--- config.mk ---
export PLATFORM = sky130hd
export DESIGN_NAME = mem_access_unit_flat
export DESIGN_NICKNAME = d
export VERILOG_FILES = /design/src/rtl/mem_access_unit_if.sv /design/src/rtl/mem_access_unit.sv /design/src/flat_wrapper.sv
export SDC_FILE = /design/constraint.sdc
export NUM_CORES = 1
export LEC_CHECK = 0
export CAP_MARGIN = 0
export CORE_MARGIN = 2
export CORE_UTILIZATION = 40
export CTS_CLUSTER_DIAMETER = 30
export DETAILED_ROUTE_END_ITERATION = 10
export GPL_ROUTABILITY_DRIVEN = 0
export GPL_TIMING_DRIVEN = 0
export PLACE_DENSITY_LB_ADDON = 0.1
export SETUP_SLACK_MARGIN = 0.4
export SLEW_MARGIN = 10
export SYNTH_ARGS = -nofsm -noshare
export SYNTH_HDL_FRONTEND = slang
export SYNTH_SLANG_ARGS = --single-unit
--- constraint.sdc ---
create_clock -name clk -period 3.43 [get_ports clk]
set_input_delay 0.686 -clock clk [delete_from_list [all_inputs] [get_ports clk]]
set_output_delay 0.686 -clock clk [all_outputs]
set_load 0.02 [all_outputs]
--- src/rtl/mem_access_unit_if.sv ---
// ============================================================================
// Module      : mem_access_unit_if
// Description : Bundles the three handshakes of the memory access unit:
//               the upstream op port (in_*, flush), the downstream result
//               port (out_*) and the data-memory bus (data_*).
//               slave  = view of the memory access unit itself
//               master = view of the surrounding pipeline / memory
// Revision    : 1.0 - initial release
// ============================================================================
`default_nettype none
`timescale 1ns/1ps

interface mem_access_unit_if #(
    parameter int ADDR_W = 32
);
    // upstream op port
    logic              in_valid;
    logic              in_ready;
    logic              in_mem;
    logic [2:0]        in_lsop;
    logic [31:0]       in_addr;
    logic [31:0]       in_wdata;
    logic [4:0]        in_rw;
    logic              flush;
    // downstream result port
    logic              out_valid;
    logic              out_ready;
    logic [31:0]       out_rdata;
    logic [4:0]        out_rw;
    logic              out_exc;
    logic [4:0]        out_excode;
    logic [31:0]       out_badvaddr;
    // data-memory bus
    logic              data_req;
    logic              data_wr;
    logic [3:0]        data_wstrb;
    logic [ADDR_W-1:0] data_addr;
    logic [31:0]       data_wdata;
    logic              data_addr_ok;
    logic [31:0]       data_rdata;
    logic              data_data_ok;

    modport slave (
        input  in_valid, in_mem, in_lsop, in_addr, in_wdata, in_rw, flush,
        input  out_ready,
        input  data_addr_ok, data_rdata, data_data_ok,
        output in_ready,
        output out_valid, out_rdata, out_rw, out_exc, out_excode, out_badvaddr,
        output data_req, data_wr, data_wstrb, data_addr, data_wdata
    );

    modport master (
        output in_valid, in_mem, in_lsop, in_addr, in_wdata, in_rw, flush,
        output out_ready,
        output data_addr_ok, data_rdata, data_data_ok,
        input  in_ready,
        input  out_valid, out_rdata, out_rw, out_exc, out_excode, out_badvaddr,
        input  data_req, data_wr, data_wstrb, data_addr, data_wdata
    );
endinterface

`default_nettype wire

--- src/rtl/mem_access_unit.sv ---
// ============================================================================
// Module      : mem_access_unit
// Description : Single-outstanding load/store unit. Accepts one op, checks
//               alignment, issues it on the data bus (addr_ok / data_ok
//               split handshake), aligns/extends load data and presents the
//               result with a valid/ready handshake. Supports flush at any
//               stage and asynchronous reset.
//               Optional feature macro: MEM_STORE_BUF_EN - stores complete
//               on address acceptance; one outstanding store data_ok is
//               tracked in the background.
// Revision    : 1.0 - initial release
// ============================================================================
`default_nettype none
`timescale 1ns/1ps

module mem_access_unit #(
    parameter int ADDR_W   = 32,
    parameter int ADDR_CLR = 3
) (
    input  wire logic           clk,
    input  wire logic           rst,
    mem_access_unit_if.slave    bus
);

    // ------------------------------------------------------------------
    // Constants
    // ------------------------------------------------------------------
    localparam logic [2:0]  c_OP_LB  = 3'b000;
    localparam logic [2:0]  c_OP_LBU = 3'b001;
    localparam logic [2:0]  c_OP_LH  = 3'b010;
    localparam logic [2:0]  c_OP_LHU = 3'b011;
    localparam logic [2:0]  c_OP_LW  = 3'b100;
    localparam logic [2:0]  c_OP_SB  = 3'b101;
    localparam logic [2:0]  c_OP_SH  = 3'b110;
    localparam logic [2:0]  c_OP_SW  = 3'b111;
    localparam logic [4:0]  c_EXC_ADEL = 5'd4;
    localparam logic [4:0]  c_EXC_ADES = 5'd5;
    // keeps every address bit except the top ADDR_CLR ones
    localparam logic [31:0] c_ADDR_MASK = 32'hFFFF_FFFF >> ADDR_CLR;

    typedef enum logic [2:0] {
        S_IDLE  = 3'd0,
        S_REQ   = 3'd1,
        S_WAIT  = 3'd2,
        S_RESP  = 3'd3,
        S_DRAIN = 3'd4
    } state_t;

    state_t      r_state;
    state_t      w_state_nxt;

    // captured op
    logic [2:0]  r_op;
    logic [31:0] r_addr;
    logic [31:0] r_wdata;
    logic [4:0]  r_rw;
    logic        r_exc;
    logic [4:0]  r_excode;
    logic [31:0] r_rdata;

    logic        w_in_ready;
    logic        w_accept;
    logic        w_in_store;
    logic        w_in_misalign;
    logic        w_r_store;
    logic        w_load_done;
    logic        w_post_store;
    logic        w_mem_block;
    logic [31:0] w_load_val;
    logic [7:0]  w_lane_b;
    logic [15:0] w_lane_h;
    logic [3:0]  w_strb;
    logic [31:0] w_wdata_rep;
    logic [31:0] w_addr_clr;
    logic [ADDR_W-1:0] w_addr_out;

    // ------------------------------------------------------------------
    // Input decode
    // ------------------------------------------------------------------
    assign w_in_store    = bus.in_lsop[2] & (|bus.in_lsop[1:0]);
    assign w_in_misalign =
        (((bus.in_lsop == c_OP_LH) || (bus.in_lsop == c_OP_LHU) ||
          (bus.in_lsop == c_OP_SH)) && bus.in_addr[0]) ||
        (((bus.in_lsop == c_OP_LW) || (bus.in_lsop == c_OP_SW)) &&
          (|bus.in_addr[1:0]));
    assign w_accept      = bus.in_valid & w_in_ready;
    assign w_r_store     = r_op[2] & (|r_op[1:0]);

    // ------------------------------------------------------------------
    // Optional posted-store tracking
    // ------------------------------------------------------------------
`ifdef MEM_STORE_BUF_EN
    logic r_st_pend;

    // A store that got addr_ok without data_ok leaves one data_ok owed;
    // track it so the next memory op cannot be confused with it.
    always_ff @(posedge clk or posedge rst) begin
        if (rst) begin
            r_st_pend <= 1'b0;
        end else if ((r_state == S_REQ) && bus.data_addr_ok &&
                     w_r_store && !bus.data_data_ok) begin
            r_st_pend <= 1'b1;
        end else if (bus.data_data_ok) begin
            r_st_pend <= 1'b0;
        end
    end

    assign w_post_store = w_r_store;
    assign w_mem_block  = r_st_pend & bus.in_mem;
`else
    assign w_post_store = 1'b0;
    assign w_mem_block  = 1'b0;
`endif

    // ------------------------------------------------------------------
    // Address: clear the top bits, then fit to the bus width
    // ------------------------------------------------------------------
    assign w_addr_clr = r_addr & c_ADDR_MASK;

    generate
        if (ADDR_W <= 32) begin : g_addr_trunc
            assign w_addr_out = w_addr_clr[ADDR_W-1:0];
        end else begin : g_addr_ext
            assign w_addr_out = {{(ADDR_W-32){1'b0}}, w_addr_clr};
        end
    endgenerate

    // Store lane strobes and write-data replication
    always_comb begin
        w_strb      = 4'b0000;
        w_wdata_rep = 32'd0;
        case (r_op)
            c_OP_SB: begin
                w_strb      = 4'b0001 << r_addr[1:0];
                w_wdata_rep = {4{r_wdata[7:0]}};
            end
            c_OP_SH: begin
                w_strb      = r_addr[1] ? 4'b1100 : 4'b0011;
                w_wdata_rep = {2{r_wdata[15:0]}};
            end
            c_OP_SW: begin
                w_strb      = 4'b1111;
                w_wdata_rep = r_wdata;
            end
            default: begin
                w_strb      = 4'b0000;
                w_wdata_rep = 32'd0;
            end
        endcase
    end

    // Load lane select and sign/zero extension
    always_comb begin
        w_lane_b   = 8'd0;
        w_lane_h   = r_addr[1] ? bus.data_rdata[31:16] : bus.data_rdata[15:0];
        w_load_val = 32'd0;
        case (r_addr[1:0])
            2'd0:    w_lane_b = bus.data_rdata[7:0];
            2'd1:    w_lane_b = bus.data_rdata[15:8];
            2'd2:    w_lane_b = bus.data_rdata[23:16];
            default: w_lane_b = bus.data_rdata[31:24];
        endcase
        case (r_op)
            c_OP_LB:  w_load_val = {{24{w_lane_b[7]}}, w_lane_b};
            c_OP_LBU: w_load_val = {24'd0, w_lane_b};
            c_OP_LH:  w_load_val = {{16{w_lane_h[15]}}, w_lane_h};
            c_OP_LHU: w_load_val = {16'd0, w_lane_h};
            c_OP_LW:  w_load_val = bus.data_rdata;
            default:  w_load_val = 32'd0;
        endcase
    end

    // load data arrives either together with addr_ok or later in WAIT
    assign w_load_done = !w_r_store && bus.data_data_ok &&
                         (((r_state == S_REQ) && bus.data_addr_ok) ||
                          (r_state == S_WAIT));

    // ------------------------------------------------------------------
    // State register
    // ------------------------------------------------------------------
    // FSM state register, asynchronously cleared to IDLE
    always_ff @(posedge clk or posedge rst) begin
        if (rst) begin
            r_state <= S_IDLE;
        end else begin
            r_state <= w_state_nxt;
        end
    end

    // Capture the op on acceptance and the aligned load data on data_ok
    always_ff @(posedge clk or posedge rst) begin
        if (rst) begin
            r_op     <= 3'd0;
            r_addr   <= 32'd0;
            r_wdata  <= 32'd0;
            r_rw     <= 5'd0;
            r_exc    <= 1'b0;
            r_excode <= 5'd0;
            r_rdata  <= 32'd0;
        end else if (w_accept) begin
            r_op     <= bus.in_lsop;
            r_addr   <= bus.in_addr;
            r_wdata  <= bus.in_wdata;
            r_rw     <= bus.in_rw;
            r_exc    <= bus.in_mem & w_in_misalign;
            r_excode <= (bus.in_mem & w_in_misalign) ?
                        (w_in_store ? c_EXC_ADES : c_EXC_ADEL) : 5'd0;
            r_rdata  <= 32'd0;
        end else if (w_load_done) begin
            r_rdata  <= w_load_val;
        end
    end

    // Next-state and handshake/bus outputs
    always_comb begin
        w_state_nxt      = r_state;
        w_in_ready       = 1'b0;
        bus.data_req     = 1'b0;
        bus.data_wr      = 1'b0;
        bus.data_wstrb   = 4'b0000;
        bus.data_addr    = '0;
        bus.data_wdata   = 32'd0;
        bus.out_valid    = 1'b0;
        bus.out_rdata    = 32'd0;
        bus.out_rw       = 5'd0;
        bus.out_exc      = 1'b0;
        bus.out_excode   = 5'd0;
        bus.out_badvaddr = 32'd0;

        case (r_state)
            S_IDLE: begin
                w_in_ready = !rst && !w_mem_block;
                if (w_accept) begin
                    w_state_nxt = (bus.in_mem && !w_in_misalign) ? S_REQ : S_RESP;
                end
            end
            S_REQ: begin
                bus.data_req   = 1'b1;
                bus.data_wr    = w_r_store;
                bus.data_wstrb = w_strb;
                bus.data_addr  = w_addr_out;
                bus.data_wdata = w_wdata_rep;
                if (bus.data_addr_ok) begin
                    if (bus.data_data_ok || w_post_store) begin
                        w_state_nxt = bus.flush ? S_IDLE : S_RESP;
                    end else begin
                        w_state_nxt = bus.flush ? S_DRAIN : S_WAIT;
                    end
                end else if (bus.flush) begin
                    w_state_nxt = S_IDLE;
                end
            end
            S_WAIT: begin
                if (bus.data_data_ok) begin
                    w_state_nxt = bus.flush ? S_IDLE : S_RESP;
                end else if (bus.flush) begin
                    w_state_nxt = S_DRAIN;
                end
            end
            S_RESP: begin
                bus.out_valid    = 1'b1;
                bus.out_rdata    = r_rdata;
                bus.out_rw       = r_rw;
                bus.out_exc      = r_exc;
                bus.out_excode   = r_excode;
                bus.out_badvaddr = r_exc ? r_addr : 32'd0;
                if (bus.flush || bus.out_ready) begin
                    w_state_nxt = S_IDLE;
                end
            end
            S_DRAIN: begin
                if (bus.data_data_ok) begin
                    w_state_nxt = S_IDLE;
                end
            end
            default: begin
                w_state_nxt = S_IDLE;
            end
        endcase
    end

    assign bus.in_ready = w_in_ready;

endmodule

`default_nettype wire

--- src/flat_wrapper.sv ---
// flat-port wrapper written by rule: the top's interface ports become plain ports
module mem_access_unit_flat 
#(
    parameter int ADDR_W   = 32,
    parameter int ADDR_CLR = 3
)
  (clk, rst, bus_in_valid, bus_in_mem, bus_in_lsop, bus_in_addr, bus_in_wdata, bus_in_rw, bus_flush, bus_out_ready, bus_data_addr_ok, bus_data_rdata, bus_data_data_ok, bus_in_ready, bus_out_valid, bus_out_rdata, bus_out_rw, bus_out_exc, bus_out_excode, bus_out_badvaddr, bus_data_req, bus_data_wr, bus_data_wstrb, bus_data_addr, bus_data_wdata);
  mem_access_unit_if #(.ADDR_W(ADDR_W)) bus_i ();
  input  wire logic clk;
  input  wire logic rst;
  input wire logic [$bits(bus_i.in_valid)-1:0] bus_in_valid;
  input wire logic [$bits(bus_i.in_mem)-1:0] bus_in_mem;
  input wire logic [$bits(bus_i.in_lsop)-1:0] bus_in_lsop;
  input wire logic [$bits(bus_i.in_addr)-1:0] bus_in_addr;
  input wire logic [$bits(bus_i.in_wdata)-1:0] bus_in_wdata;
  input wire logic [$bits(bus_i.in_rw)-1:0] bus_in_rw;
  input wire logic [$bits(bus_i.flush)-1:0] bus_flush;
  input wire logic [$bits(bus_i.out_ready)-1:0] bus_out_ready;
  input wire logic [$bits(bus_i.data_addr_ok)-1:0] bus_data_addr_ok;
  input wire logic [$bits(bus_i.data_rdata)-1:0] bus_data_rdata;
  input wire logic [$bits(bus_i.data_data_ok)-1:0] bus_data_data_ok;
  output wire logic [$bits(bus_i.in_ready)-1:0] bus_in_ready;
  output wire logic [$bits(bus_i.out_valid)-1:0] bus_out_valid;
  output wire logic [$bits(bus_i.out_rdata)-1:0] bus_out_rdata;
  output wire logic [$bits(bus_i.out_rw)-1:0] bus_out_rw;
  output wire logic [$bits(bus_i.out_exc)-1:0] bus_out_exc;
  output wire logic [$bits(bus_i.out_excode)-1:0] bus_out_excode;
  output wire logic [$bits(bus_i.out_badvaddr)-1:0] bus_out_badvaddr;
  output wire logic [$bits(bus_i.data_req)-1:0] bus_data_req;
  output wire logic [$bits(bus_i.data_wr)-1:0] bus_data_wr;
  output wire logic [$bits(bus_i.data_wstrb)-1:0] bus_data_wstrb;
  output wire logic [$bits(bus_i.data_addr)-1:0] bus_data_addr;
  output wire logic [$bits(bus_i.data_wdata)-1:0] bus_data_wdata;
  assign bus_i.in_valid = bus_in_valid;
  assign bus_i.in_mem = bus_in_mem;
  assign bus_i.in_lsop = bus_in_lsop;
  assign bus_i.in_addr = bus_in_addr;
  assign bus_i.in_wdata = bus_in_wdata;
  assign bus_i.in_rw = bus_in_rw;
  assign bus_i.flush = bus_flush;
  assign bus_i.out_ready = bus_out_ready;
  assign bus_i.data_addr_ok = bus_data_addr_ok;
  assign bus_i.data_rdata = bus_data_rdata;
  assign bus_i.data_data_ok = bus_data_data_ok;
  assign bus_in_ready = bus_i.in_ready;
  assign bus_out_valid = bus_i.out_valid;
  assign bus_out_rdata = bus_i.out_rdata;
  assign bus_out_rw = bus_i.out_rw;
  assign bus_out_exc = bus_i.out_exc;
  assign bus_out_excode = bus_i.out_excode;
  assign bus_out_badvaddr = bus_i.out_badvaddr;
  assign bus_data_req = bus_i.data_req;
  assign bus_data_wr = bus_i.data_wr;
  assign bus_data_wstrb = bus_i.data_wstrb;
  assign bus_data_addr = bus_i.data_addr;
  assign bus_data_wdata = bus_i.data_wdata;
  mem_access_unit #(.ADDR_W(ADDR_W), .ADDR_CLR(ADDR_CLR)) u_core (.clk(clk), .rst(rst), .bus(bus_i));
endmodule
-- Word-level counts from Yosys, hierarchy flattened
Index checks and enable logic that the tools add are counted.
- $add $sub $neg: 0
- multiply operators: 0
- div/mod/pow operators: 0
- order comparisons: 0
- equal/unequal tests: 23
- shift operators: 1
- muxes and demuxes: 35
- bitwise logic cells: 4
- reduce and logical (&&, ||, !) cells: 23
- operators with widths (cell ; number):
    32-bit two-way mux ; 6
    32-bit one-hot mux with 5 select lines ; 1
    32-bit one-hot mux with 3 select lines ; 1
    29-bit two-way mux ; 1
    3-bit two-way mux ; 9
    3-bit equality test, second input constant ; 8
    8-bit one-hot mux with 3 select lines ; 1
    3-bit by 2-bit equality test with 1-bit output, second input constant ; 6
    16-bit two-way mux ; 1
    5-bit two-way mux ; 3
    3-bit one-hot mux with 5 select lines ; 1
    4-bit one-hot mux with 3 select lines ; 1
    4-bit two-way mux ; 2
    3-bit by 1-bit equality test with 1-bit output, second input constant ; 2
    1-bit logical AND ; 6
    3-bit logical NOT ; 2
    1-bit logical OR ; 6
    1-bit two-way mux ; 6
    3-bit inequality test, second input constant ; 2
    2-bit OR reduction ; 3
    5-bit AND reduction ; 1
    1-bit AND ; 4
    2-bit two-way mux ; 2
    2-bit by 1-bit inequality test with 1-bit output, second input constant ; 2
    7 further kinds ; 9
- register bits after elaboration: 113
- latch bits: 0
- bits in writable memories: 0
- ROM bits: 0
- input port bits: 112
- memories: 0

-- Longest topological paths before layout
- depth after elaboration: 10
- gate-level depth with buffers: 8
- gate-level depth less buffers: 4

-- Worst setup path before layout
OpenSTA, ideal clock, no wires.
- path type: input -> register
- start: input rst
- end: register u_core.r_rdata[0]
- library setup time: 0.128 ns
- arrival: 3.855 ns
- required time: 3.302 ns
- path slack: -0.554 ns
- cell stages on the path: 7
- path buffers: 3
- cell sequence: inv_1 nand3_1 buf_4 buf_6 buf_2 nand3_1 o21ai_1
- longest elaborated chain between the ends: 4
- elaborated cells between the ends (all ways): 5
- ends and longest elaborated chain (element ; line ; source):
    start: declaration ; flat_wrapper.sv:10 ; input wire logic rst;
    1-bit logical NOT (no line) * ; -- ;
    1-bit two-way mux * ; mem_access_unit.sv:230 ; case (r_state)
    1-bit AND * ; mem_access_unit.sv:86 ; assign w_accept = bus.in_valid & w_in_ready;
    32-bit two-way mux or 2-bit nonzero test (tied branches) ; -- ;
    end signal: assignment ; mem_access_unit.sv:210 ; r_rdata <= w_load_val;
    end: declaration ; mem_access_unit.sv:59 ; logic [31:0] r_rdata;
Every way passes the cells marked *; elsewhere a longest branch is shown, timed or not.
A chain may end at the register's enable or synchronous reset.

-- Worst setup path in the final report
- start: register u_core.r_state[1]
- end: output bus_data_wdata[2]
- longest elaborated chain between the ends: 2
- ends and longest elaborated chain (element ; line ; source):
    start: declaration ; mem_access_unit.sv:49 ; state_t r_state;
    start signal: assignment ; mem_access_unit.sv:186 ; r_state <= w_state_nxt;
    3-bit by 1-bit equality test with 1-bit output ; mem_access_unit.sv:230 ;
    32-bit two-way mux ; mem_access_unit.sv:230 ;
    end: declaration ; flat_wrapper.sv:33 ; output wire logic [$bits(bus_i.data_wdata)-1:0] bus_data_wdata;
No other way between the ends.

==> out/metrics.yaml <==
grt_pass1_wl_mm: 33.32
row_count: 46
yosysSeqAreaShare_pct: 42.36
drc_errors: 0
core-area_um2: 15830
post-dp-hpwl_mm: 16.63
p_int_uw: 4204
start_kind: "register"
drtAntennaViolNets: 0
dr.pass1.iters: 6
required_ps: 2740
synth_area_leader_cell: "dfrtp_1"
overflow: 0
cts_root_buf: "clkbuf_16"
io_pins: 259
switching_share_pct: 41.29
slowest_delay_ps: 610
end_kind: "output port"
detail_route.vias_per_cell: 5.351
synth_top_cell_area_share_pct: 42.36
final_cell_mix: "clkdlybuf4s50_1, dfrtp_1, dlygate4sd2_1, mux2_2, and2_1"
fmax_mhz: 322.7
grt_usage_pct: 25.56
status: "complete, no violations"
die_area_um2: 17130
p_clk_share_pct: 15.3
worst-path-max-fanout: 10
drive_above_1_share_pct: 23.09
start_util_pct: 40.68
ys.flop_type: "dfrtp_1"
seqPwrFrac_pct: 32.4
yosysWarnings: 0
synth_area_leaders: "dfrtp_1, mux2_2, and2_1"
wl_per_cell_um: 19.28
antenna_cells: 0
ctsHoldBuffers: 0
num-nets-final: 1038
min_path_type: "register to register"
synthesis.area_um2: 6439
p_leak_uw: 0.004745
skew_ps: 9.858
clock_sinks: 109
clk_latency_ps: 360
slew_headroom_pct: 59.71
p_sw_uw: 2957
path_delay_family: "simple AND/OR/NAND/NOR gates"
final_hold_viol_count: 0
period_needed_ps: 3099
synth_edf_count: 0
antenna_found_initial: 0
crit_chain: "clkbuf_4 -> nor3b_4 -> nand2_2 -> nor2_4 -> and2_1 -> clkdlybuf4s50_1"
area.growth.synth_to_final_pct: 48.39
drv_cap: 0
pre_cts_ws_ps: -80.01
finalMaxSlewViolations: 0
tns_ps: 0
grt_max_degree: 35
die_w_um: 130.9
p_per_area_nw_per_um2: 749.5
synth.distinct_cells: 55
finalCritPeriodShare_pct: 90.34
vias: 6138
ys_seq_elements: 109
layout_commonest_cell: "clkdlybuf4s50_1"
drt_iter0_drc: 481
syn_area_per_cell_um2: 9.967
r2r_slack_ps: 1570
rsz0062_at_grt: "true"
peakVddDrop_mv: 0.4701
setup_viol: 0
grt_pass1_vias: 6078
p_comb_share_pct: 52.2
cp_num_buf_inv: 2
placed_area_um2: 9323
numCtsBuffers: 9
die_height_um: 130.9
worst_pin_slew_ps: 589.1
clkSlewWorstSetupHoldPaths_ps: 70
critPathKind: "register to output port"
h-tree-depth: 3
cts_buffer_depth: 2
cp_slowest_cell: "clkdlybuf4s50_1"
drt-total-wl_mm: 22.12
cts_tree: "built"
async_reset_ff_share_pct: 100.0
final_cell_area_um2: 9554
io_buffers: 252
syn_inst: 646
critPathArrivalTime_ps: 2410
layout_setup_ws_ps: 331.3
==> per-stage QoR <==
stage | utilization [%] | std cells | power (uW) | hold slack, ps
2_1_floorplan | - | 651 | 4716 | 440.2
3_3_place_gp | 58.47 | 1119 | 6006 | 459.2
3_5_place_dp | 58.90 | 1122 | 6148 | 466.6
4_1_cts | 60.48 | 1142 | 7175 | 483.8
5_1_grt | 60.36 | 1147 | 7631 | 520.2
6_report | 60.36 | 1147 | 7161 | 477.3
==> synthesized netlist by cell type (4+ instances only) <==
cell type    n
nor2b_1      6
inv_1        6
o22ai_1      7
a21oi_1     17
a31o_2      10
dfrtp_1    109
mux2_2      86
nor2_1      39
buf_1        4
and3_1      32
nand2_1     56
a31o_1       7
clkbuf_1    22
buf_6       10
a32oi_1      8
a22oi_1     16
a221oi_1     7
buf_4       13
buf_2       17
and2_1      78
nand3_1     13
mux2i_1     15
a31oi_1     16
o21ai_1     10
o21ai_0      7
==> routing by layer <==
layer	vias to the layer above	track usage, %	wire length [um]
li1	2838	-	-
met1	3013	32.03	9143
met2	254	43.01	10760
met3	33	7.573	1747
met4	0	7.384	460
met5	-	0	0
==> layout make-up <==
cell class              count  area, um^2
fillers                  1397        6274
multi-input cells         471        3347
flip-flops and latches    109        2728
repair buffers            262        2451
plain buffers              66       419.2
well taps                 216       270.3
clock buffers              10       239.0
clock inverters             6       68.82
inverters                   6       26.28
repair inverters            1       5.005
==> final timing paths <==
| check | end | from | depth (start not counted) |
|---|---|---|---|
| max in group asynchronous | u_core.r_wdata[19] | rst | 5 |
| worst min register to register | u_core.r_excode[0] | u_core.r_excode[0] | 2 |
| worst max register to register | u_core.r_rdata[4] | u_core.r_addr[0] | 6 |
| worst max-delay path | bus_data_wdata[2] | u_core.r_state[1] | 6 |
| min in group asynchronous | u_core.r_addr[15] | rst | 2 |
| worst min-delay path | u_core.r_excode[0] | u_core.r_excode[0] | 2 |
==> state kept, by name, summed over array words and instances, names as in the netlist <==
name	flops
u_core.r_state	3
u_core.r_op	3
u_core.r_wdata	32
u_core.r_addr	32
u_core.r_rdata	32
u_core.r_rw	5
u_core.r_excode	2
==> power by group through the flow <==
stage	combinational, uW	clock [uW]	sequential, uW
2_1_floorplan	2560	0	2160
5_1_grt	4050	1170	2410
3_3_place_gp	3720	0	2290
6_report	3740	1100	2320
4_1_cts	3740	1130	2310
3_5_place_dp	3820	0	2330
==> worst register-to-register path, stage by stage (launching register included) <==
cell and delay, ps:
dfrtp_1 320, clkbuf_1 250, buf_2 360, mux2i_1 240
o22ai_1 100, a221oi_1 360, o21ai_1 100
==> cell families (layout without fill, tap and decap cells) <==
logic type,count (synthesis),in the layout,synth area share (%)
flops,109,109,42.36
buf+inv,72,351,6.451
compound gates,120,120,13.12
other cells,1,6,0.05824
mux,103,103,17.96
simple gates,241,242,20.05
==> what timing repair did <==
item,CTS,global route
gates cloned,0,2
resized for setup,141,54
pin swaps,2,2
endpoints found under the setup margin,140,130
buffers inserted,4,3
hold endpoints to repair,0,0
(Power assumes the default switching activity.)
